**src/rtl/cva5_types.sv**
```systemverilog
// ============================================================================
//  Module      : cva5_types (package)
//  Description : Shared types and constants for the writeback group arbiter.
//  Revision    : 1.0 - initial release
// ============================================================================
`default_nettype none

package cva5_types;

    // Width of each per-unit saturating stall counter
    localparam int WB_ARB_STALL_W = 16;

    // Field widths of the packed result record at the default configuration
    localparam int WB_ARB_ID_W   = 3;
    localparam int WB_ARB_DATA_W = 32;
    localparam int WB_ARB_UNIT_W = 3;

    // One granted result as it travels to the writeback port
    typedef struct packed {
        logic [WB_ARB_ID_W-1:0]   id;
        logic [WB_ARB_DATA_W-1:0] data;
        logic [WB_ARB_UNIT_W-1:0] unit;
    } wb_arb_result_t;

endpackage : cva5_types

`default_nettype wire

```
**src/rtl/rr_priority_picker.sv**
```systemverilog
// ============================================================================
//  Module      : rr_priority_picker
//  Description : Combinational round-robin picker. Rotates the request vector
//                so the slot after last_grant lands at bit 0, priority-encodes
//                the lowest set bit, then maps the offset back to a unit index.
//  Revision    : 1.0 - initial release
// ============================================================================
`default_nettype none

module rr_priority_picker
    import cva5_types::*;
#(
    parameter int N     = 5,
    parameter int IDX_W = $clog2(N)
) (
    input  logic [N-1:0]     req,
    input  logic [IDX_W-1:0] last_grant,
    output logic [N-1:0]     grant,
    output logic [IDX_W-1:0] index,
    output logic             valid
);

    logic [N-1:0] rotated;
    int unsigned  start;
    int unsigned  offset;
    int unsigned  winner;

    // Double-width rotate, lowest-set-bit encode, and map back to an index
    always_comb begin
        start   = (32'(last_grant) + 32'd1) % 32'(N);
        rotated = N'({req, req} >> start);
        offset  = 0;
        for (int i = N - 1; i >= 0; i--) begin
            if (rotated[i]) begin
                offset = 32'(i);
            end
        end
        winner = (start + offset) % 32'(N);
        valid  = |rotated;
        index  = IDX_W'(winner);
        grant  = valid ? (N'(1) << winner) : '0;
    end

endmodule : rr_priority_picker

`default_nettype wire

```
**src/rtl/wb_group_arbiter.sv**
```systemverilog
// ============================================================================
//  Module      : wb_group_arbiter
//  Description : Round-robin arbiter sharing one registered writeback port
//                among the units of a writeback group. Acks the granted unit
//                combinationally and holds the port while it is stalled.
//                Optional feature macro: WB_ARB_STALL_COUNT_EN builds the
//                per-unit saturating stall counters; otherwise they read 0.
//  Revision    : 1.0 - initial release
// ============================================================================
`default_nettype none

module wb_group_arbiter
    import cva5_types::*;
#(
    parameter int NUM_UNITS = 5,
    parameter int ID_W      = 3,
    parameter int DATA_W    = 32
) (
    input  logic                                clk,
    input  logic                                rst_n,
    input  logic [NUM_UNITS-1:0]                unit_done,
    input  logic [NUM_UNITS*ID_W-1:0]           unit_id,
    input  logic [NUM_UNITS*DATA_W-1:0]         unit_rd,
    output logic [NUM_UNITS-1:0]                unit_ack,
    output logic                                wb_valid,
    output logic [ID_W-1:0]                     wb_id,
    output logic [DATA_W-1:0]                   wb_data,
    output logic [$clog2(NUM_UNITS)-1:0]        wb_unit,
    input  logic                                wb_ready,
    input  logic                                perf_clear,
    output logic [NUM_UNITS*WB_ARB_STALL_W-1:0] stall_count
);

    localparam int IDX_W = $clog2(NUM_UNITS);

    logic                 load;
    logic [IDX_W-1:0]     last_grant;
    logic [NUM_UNITS-1:0] pick_grant;
    logic [IDX_W-1:0]     pick_index;
    logic                 pick_valid;
    logic [ID_W-1:0]      sel_id;
    logic [DATA_W-1:0]    sel_data;

    // The port can take a new result when empty or being drained this cycle
    assign load     = !wb_valid || wb_ready;
    assign unit_ack = pick_grant & {NUM_UNITS{load}};

    rr_priority_picker #(
        .N     (NUM_UNITS),
        .IDX_W (IDX_W)
    ) u_picker (
        .req        (unit_done),
        .last_grant (last_grant),
        .grant      (pick_grant),
        .index      (pick_index),
        .valid      (pick_valid)
    );

    // Mux the winning unit's id and data
    always_comb begin
        sel_id   = '0;
        sel_data = '0;
        for (int i = 0; i < NUM_UNITS; i++) begin
            if (pick_index == IDX_W'(i)) begin
                sel_id   = unit_id[i*ID_W +: ID_W];
                sel_data = unit_rd[i*DATA_W +: DATA_W];
            end
        end
    end

    // Output register and round-robin pointer; pointer moves only on an ack
    always_ff @(posedge clk or negedge rst_n) begin
        if (!rst_n) begin
            wb_valid   <= 1'b0;
            wb_id      <= '0;
            wb_data    <= '0;
            wb_unit    <= '0;
            last_grant <= IDX_W'(NUM_UNITS - 1);
        end else if (load) begin
            if (pick_valid) begin
                wb_valid   <= 1'b1;
                wb_id      <= sel_id;
                wb_data    <= sel_data;
                wb_unit    <= pick_index;
                last_grant <= pick_index;
            end else begin
                wb_valid   <= 1'b0;
            end
        end
    end

`ifdef WB_ARB_STALL_COUNT_EN
    for (genvar g = 0; g < NUM_UNITS; g++) begin : g_stall_cnt
        logic [WB_ARB_STALL_W-1:0] cnt;

        // Count cycles a unit waits with a pending result; clear wins, saturate at max
        always_ff @(posedge clk or negedge rst_n) begin
            if (!rst_n) begin
                cnt <= '0;
            end else if (perf_clear) begin
                cnt <= '0;
            end else if (unit_done[g] && !unit_ack[g] && (cnt != '1)) begin
                cnt <= cnt + 1'b1;
            end
        end

        assign stall_count[g*WB_ARB_STALL_W +: WB_ARB_STALL_W] = cnt;
    end
`else
    logic unused_perf_clear;
    assign unused_perf_clear = perf_clear;
    assign stall_count       = '0;
`endif

endmodule : wb_group_arbiter

`default_nettype wire

```
**config.mk**
```make
export PLATFORM = sky130hd
export DESIGN_NAME = wb_group_arbiter
export DESIGN_NICKNAME = d
export VERILOG_FILES = /design/src/rtl/cva5_types.sv /design/src/rtl/rr_priority_picker.sv /design/src/rtl/wb_group_arbiter.sv
export SDC_FILE = /design/constraint.sdc
export NUM_CORES = 1
export LEC_CHECK = 0
export BUFFER_PORTS_ARGS = -buffer_cell sky130_fd_sc_hd__clkbuf_2
export CAP_MARGIN = 15
export CORE_AREA = 5 5 117 119
export CTS_BUF_LIST = sky130_fd_sc_hd__clkbuf_8
export CTS_CLUSTER_SIZE = 10
export DETAILED_ROUTE_END_ITERATION = 10
export DIE_AREA = 0 0 122 124
export GPL_TIMING_DRIVEN = 0
export PLACE_DENSITY = 0.88
export SYNTH_ARGS = -nofsm -noshare
export SYNTH_HDL_FRONTEND = slang
export SYNTH_SLANG_ARGS = --single-unit
```
**constraint.sdc**
```tcl
create_clock -name clk -period 20.5 [get_ports clk]
set_clock_uncertainty 0.2 [all_clocks]
set_input_delay 0 -clock clk [delete_from_list [all_inputs] [get_ports clk]]
set_output_delay 0 -clock clk [all_outputs]
set_load 0.005 [all_outputs]
```
After elaboration in Yosys (flattened, before gate mapping)
Index checks and enable logic that the tools add are counted.
{ "totals": {"output_inout_bits": 124, "in_bits": 184, "elab_cells": 38, "mem_bits_ro": 0, "reg_bits": 42, "memories": 0, "ramBits": 0, "latch_bits": 0} }
{ "op_classes": {"n_bitwise": 1, "magnitude_cmp": 0, "muxes": 17, "n_reduce_logical": 5, "multipliers": 0, "div": 2, "n_eq_ne": 4, "add_sub_neg": 2, "shifts": 2} }
{ "ops": {"columns": ["op", "n"], "rows": [
  ["32-bit 2-to-1 mux", 5],
  ["32-bit by 3-bit modulo with 32-bit output, second input constant", 2],
  ["32-bit by 3-bit adder with 32-bit output", 1],
  ["1-bit by 32-bit left shift with 5-bit output, first input constant", 1],
  ["10-bit by 32-bit >> shifter with 5-bit output", 1],
  ["3-bit 2-to-1 mux", 10],
  ["3-bit by 2-bit equality test with 1-bit output, second input constant", 2],
  ["5-bit AND", 1],
  ["5-bit 2-to-1 mux", 1],
  ["5-bit OR reduction", 1],
  ["3-bit by 1-bit adder with 4-bit output, second input constant", 1],
  ["3-bit by 1-bit equality test with 1-bit output, second input constant", 1],
  ["3-bit equality test, second input constant", 1],
  ["3-bit logical NOT", 1],
  ["2-bit AND reduction", 1],
  ["1-bit logical NOT", 1],
  ["1-bit logical OR", 1],
  ["1-bit 2-to-1 mux", 1]
]} }

Logic depth before layout (Yosys ltp)
{ "depth": {"ltp_word": 16, "ltp_mapped": 46, "ltp_nobuf": 41} }

Modules after synthesis
Synthesis repeated with hierarchy kept, for this count alone.
{ "hier_totals": {"hier_cells": 732, "area_unflattened_um2": 5796.8} }
{ "modules_own_cells": {"columns": ["mod", "cells_per_inst", "area_per_inst_um2", "seq_area_each_um2", "n_inst"], "rows": [
  ["wb_group_arbiter", 430, 3598.5, 1002.2, 1],
  ["rr_priority_picker", 302, 2198.4, 0.0, 1]
]} }

Least setup slack after synthesis
No wires, ideal clock.
{ "synth_path": {"path_type": "register -> register", "start": "reg wb_unit[1] (netlist name)", "end": "reg wb_data[0]", "setup_time_ns": 0.126, "period_less_slack_ns": 9.873, "stages_incl_launch_ff": 44, "required_time_ns": 20.174, "slack_ns": 10.627, "t_arrival_ns": 9.546, "n_path_buf": 2, "cell_sequence": "dfrtp_1 -> ha_1 -> xor2_1 -> inv_1 -> ha_1 -> or3b_1 -> buf_2 -> a21oi_1 -> nor4_1 -> o211ai_1 -> o21ai_0 -> xnor2_1 -> mux2i_1 -> nand3_1 -> and2_1 -> o32a_1 -> nor2b_1 -> ha_1 -> [8 not listed] -> a211o_1 -> nand2_1 -> inv_1 -> ha_1 -> a211oi_1 -> o311a_1 -> nor2_1 -> a31oi_1 -> and3_1 -> inv_1 -> ha_1 -> inv_1 -> o31a_1 -> nand4b_1 -> mux2i_2 -> clkbuf_1 -> a2bb2oi_1 -> a21oi_1"} }
{ "synth_rtl": {"columns": ["item", "line_no", "source"], "rows": [
  ["end signal, assigned", "wb_group_arbiter.sv:83", "wb_data <= sel_data;"],
  ["end, declared", "wb_group_arbiter.sv:27", "output logic [DATA_W-1:0] wb_data,"]
]} }

==> metrics.txt <==
status finished, final reports clean; Die W between 100 and 150 µm; setup TNS 0 ns; DR pass1 iterations 7; critical path's most frequent cell ha_1; starting density of the core between 40% and 50%; WS Path Type reg2reg; Synth Area in Adders approximately 2.8%; Iter 0 DRT Violations 1356; num rows 41; setup violators final 0; synthesized area per cell between 7 and 8 µm²; pin count of the biggest net entering global routing 41; Hold Slack between 0.03 and 0.04 ns; wire length per cell a little over 20 µm; Hold Path Class in2async; # nets final ~1400; Synth Area in Simple Gates about a fifth; slowest cell on the critical path a211oi_2; mux share of post-synthesis cell area 2.61%; number of flops mapped to enable cells by yosys 0; Netlist Area Pre-Place about 6100 µm²; area of the die 15100 µm²; Core Area around 12000 µm²; slowest stage delay, CP 0.89 ns; MaxCap Viol Count 0; vias per cell around 6.4; HPWL reported at the end of detailed placement 20.6 mm; GRT Overall Usage a little over a third; first-pass GRT wire length 43.7 mm; Ys Warns 0; share of cells above drive strength 1 just under 30%; fraction of registers with async set/reset between 90% and 100%; Worst Max-Slew Pin Slew about 1.1 ns; Num CTS Buffers 5; DRC violations left 0; CP Max Fanout 10; CTS tree yes; CP Data Required Time around 20 ns; Seq/Total Area, Yosys ~16%; XOR/XNOR Fraction of Synth Area ~1.0%; largest family of logic cells by synthesized area compound AO/OA/AOI/OAI gates; vias in the first global route 8423; Critical Path AT between 10 and 15 ns; initial antenna violation count 0; CTS sink cnt 40; WL final ~30 mm; Final Hold Viols 0; vias post-DR about 9000; Port Buffer Count between 200 and 250; Setup Buffers After CTS 0; Synth-to-Final Area Change 46.9%; antenna-violating nets left 0; cells after synthesis 832; # IOs between 300 and 400; RSZ-0062 raised after global routing no; fin crit period 13.33 ns; deepest clock path buffer count 2; Cell variety after synth 91; grt ovf 0; Final period util 65.0%; Final Util a little under three quarters; Slew HR a little under a quarter; max-slew violations 0; height of the chip 124 µm; Clock Pin Slew Worst Setup and Hold Paths roughly 0.1 ns; RePlAce Congestion around 0.98; worst skew pair latency 0.31 ns; Synth Area in Compound Gates roughly two fifths; H-tree depth 2; CTS Root Cell clkbuf_8; maximum clock rate around 75 MHz; synthesized flop and latch total 40; crit path launch type register; top_reg_cell synth dfrtp_1; CP endpoint kind register
## path summary, 6_finish.rpt
kind	start	endpoint	slack (ns)	cells after the start
worst max-delay path	wb_unit[1]	wb_data[6]	7.17	44
worst min-delay path	rst_n	wb_data[1]	0.04	2
worst max register to register	wb_unit[1]	wb_data[6]	7.17	44
worst min register to register	wb_unit[2]	wb_unit[2]	0.32	2
max in group asynchronous	rst_n	last_grant[2]	19.40	3
min in group clk	unit_done[0]	wb_valid	0.31	8
## through the flow
stage / cell area, µm² / std cells / setup WS (ns)
global route: 8930 / 1425 / 6.36
detailed placement: 7720 / 1309 / 8.79
global placement: 7720 / 1309 / 8.92
CTS: 8900 / 1424 / 7.70
finish: 8930 / 1426 / 7.17
floorplan: 6380 / 911 / 10.63
## layer usage
layer	share of wire [%]	wire length [µm]	GRT usage, %	vias up
met5	0	0	0	-
met4	7.2	2120	19.7	0
met3	14	4070	12.1	249
met2	45	13400	57.6	897
met1	34	9980	43.3	4087
li1	-	-	-	3913
## repair_timing
item | CTS | global route
hold buffers | 107 | 0
endpoints found under the hold margin | 75 | 0
gates resized for setup | 0 | 0
## cell type report
cell class | instances | area (µm²)
inverters | 16 | 60.1
fillers | 965 | 3530
repair buffers | 334 | 2230
clock buffers | 5 | 68.8
clock inverters | 3 | 38.8
multi-input cells | 712 | 4450
well taps | 172 | 215
plain buffers | 143 | 871
diodes | 1 | 2.50
flip-flops and latches | 40 | 1000
## synthesized netlist by cell type (all sizes together) (3+ instances only)
library cell | instances | area share, %
o32ai | 3 | 0.43
a31oi | 9 | 1.0
a2bb2oi | 36 | 5.2
buf | 93 | 11
o31a | 7 | 1.0
o211ai | 7 | 0.86
nor2b | 5 | 0.51
o31ai | 3 | 0.60
clkbuf | 50 | 3.1
nand2 | 23 | 1.4
a21oi | 55 | 4.5
nand2b | 3 | 0.31
a31o | 3 | 0.43
o22ai | 38 | 3.9
nor3b | 3 | 0.56
a211o | 3 | 0.43
nand3 | 20 | 1.7
nor4 | 6 | 0.72
a211oi | 37 | 4.6
a32oi | 35 | 5.0
nor2 | 105 | 6.6
o221a | 3 | 0.56
a21o | 6 | 0.74
nor3 | 57 | 4.9
o21a | 4 | 0.49
a311oi | 6 | 1.4
inv | 14 | 0.86
a2111oi | 3 | 0.76
a22oi | 4 | 0.49
dfrtp | 39 | 16
and3 | 6 | 0.70
o21ai | 57 | 4.7
or2 | 5 | 0.56
ha | 12 | 2.5
nand4 | 4 | 0.41
xnor2 | 5 | 0.72
a21boi | 3 | 0.37
mux2i | 14 | 2.4
or3 | 6 | 0.70
## state kept, by name (all words and copies together) (netlist names)
name / count
wb_data: 32
wb_id: 3
wb_unit: 3
last_grant: 1
wb_valid: 1
## cells in the final DEF, fill, tap and decap left out, types with 6 or more instances in the layout
master	instances
o211ai_1	7
nand2_1	23
buf_4	85
dlygate4sd3_1	107
ha_1	12
a31oi_1	8
o31a_1	7
clkbuf_2	226
nor3_1	55
a2bb2oi_1	36
mux2i_1	13
clkbuf_1	50
dfrtp_1	39
conb_1	80
o22ai_1	38
a211oi_1	36
nor2_1	103
inv_1	15
nand3_1	19
a21o_1	6
a32oi_1	35
buf_2	6
a21oi_1	55
o21ai_0	52
## cells by family (layout without fill, tap and decap cells)
group                      Yosys count  in the layout
AOI/OAI and AO/OA                  342            342
xor gates and xnor gates             7              7
adders and majority gates           13             13
buffers and inverters              159            501
DFF                                 40             40
muxes                               15             15
other                                1             81
and+or+nand+nor                    255            255
## critical path, delay by kind of cell, from the launching register on
kind | cells | cell delay, ns
flops | 1 | 0.46
simple gates | 10 | 2.63
xor+xnor | 2 | 1.10
mux | 1 | 0.23
compound gates | 18 | 4.92
buf+inv | 8 | 2.35
fa+ha+maj | 5 | 1.37
Power is left out: the tool's default activity adds up to more than one toggle a clock period on the data nets, which glitch-free logic cannot reach.
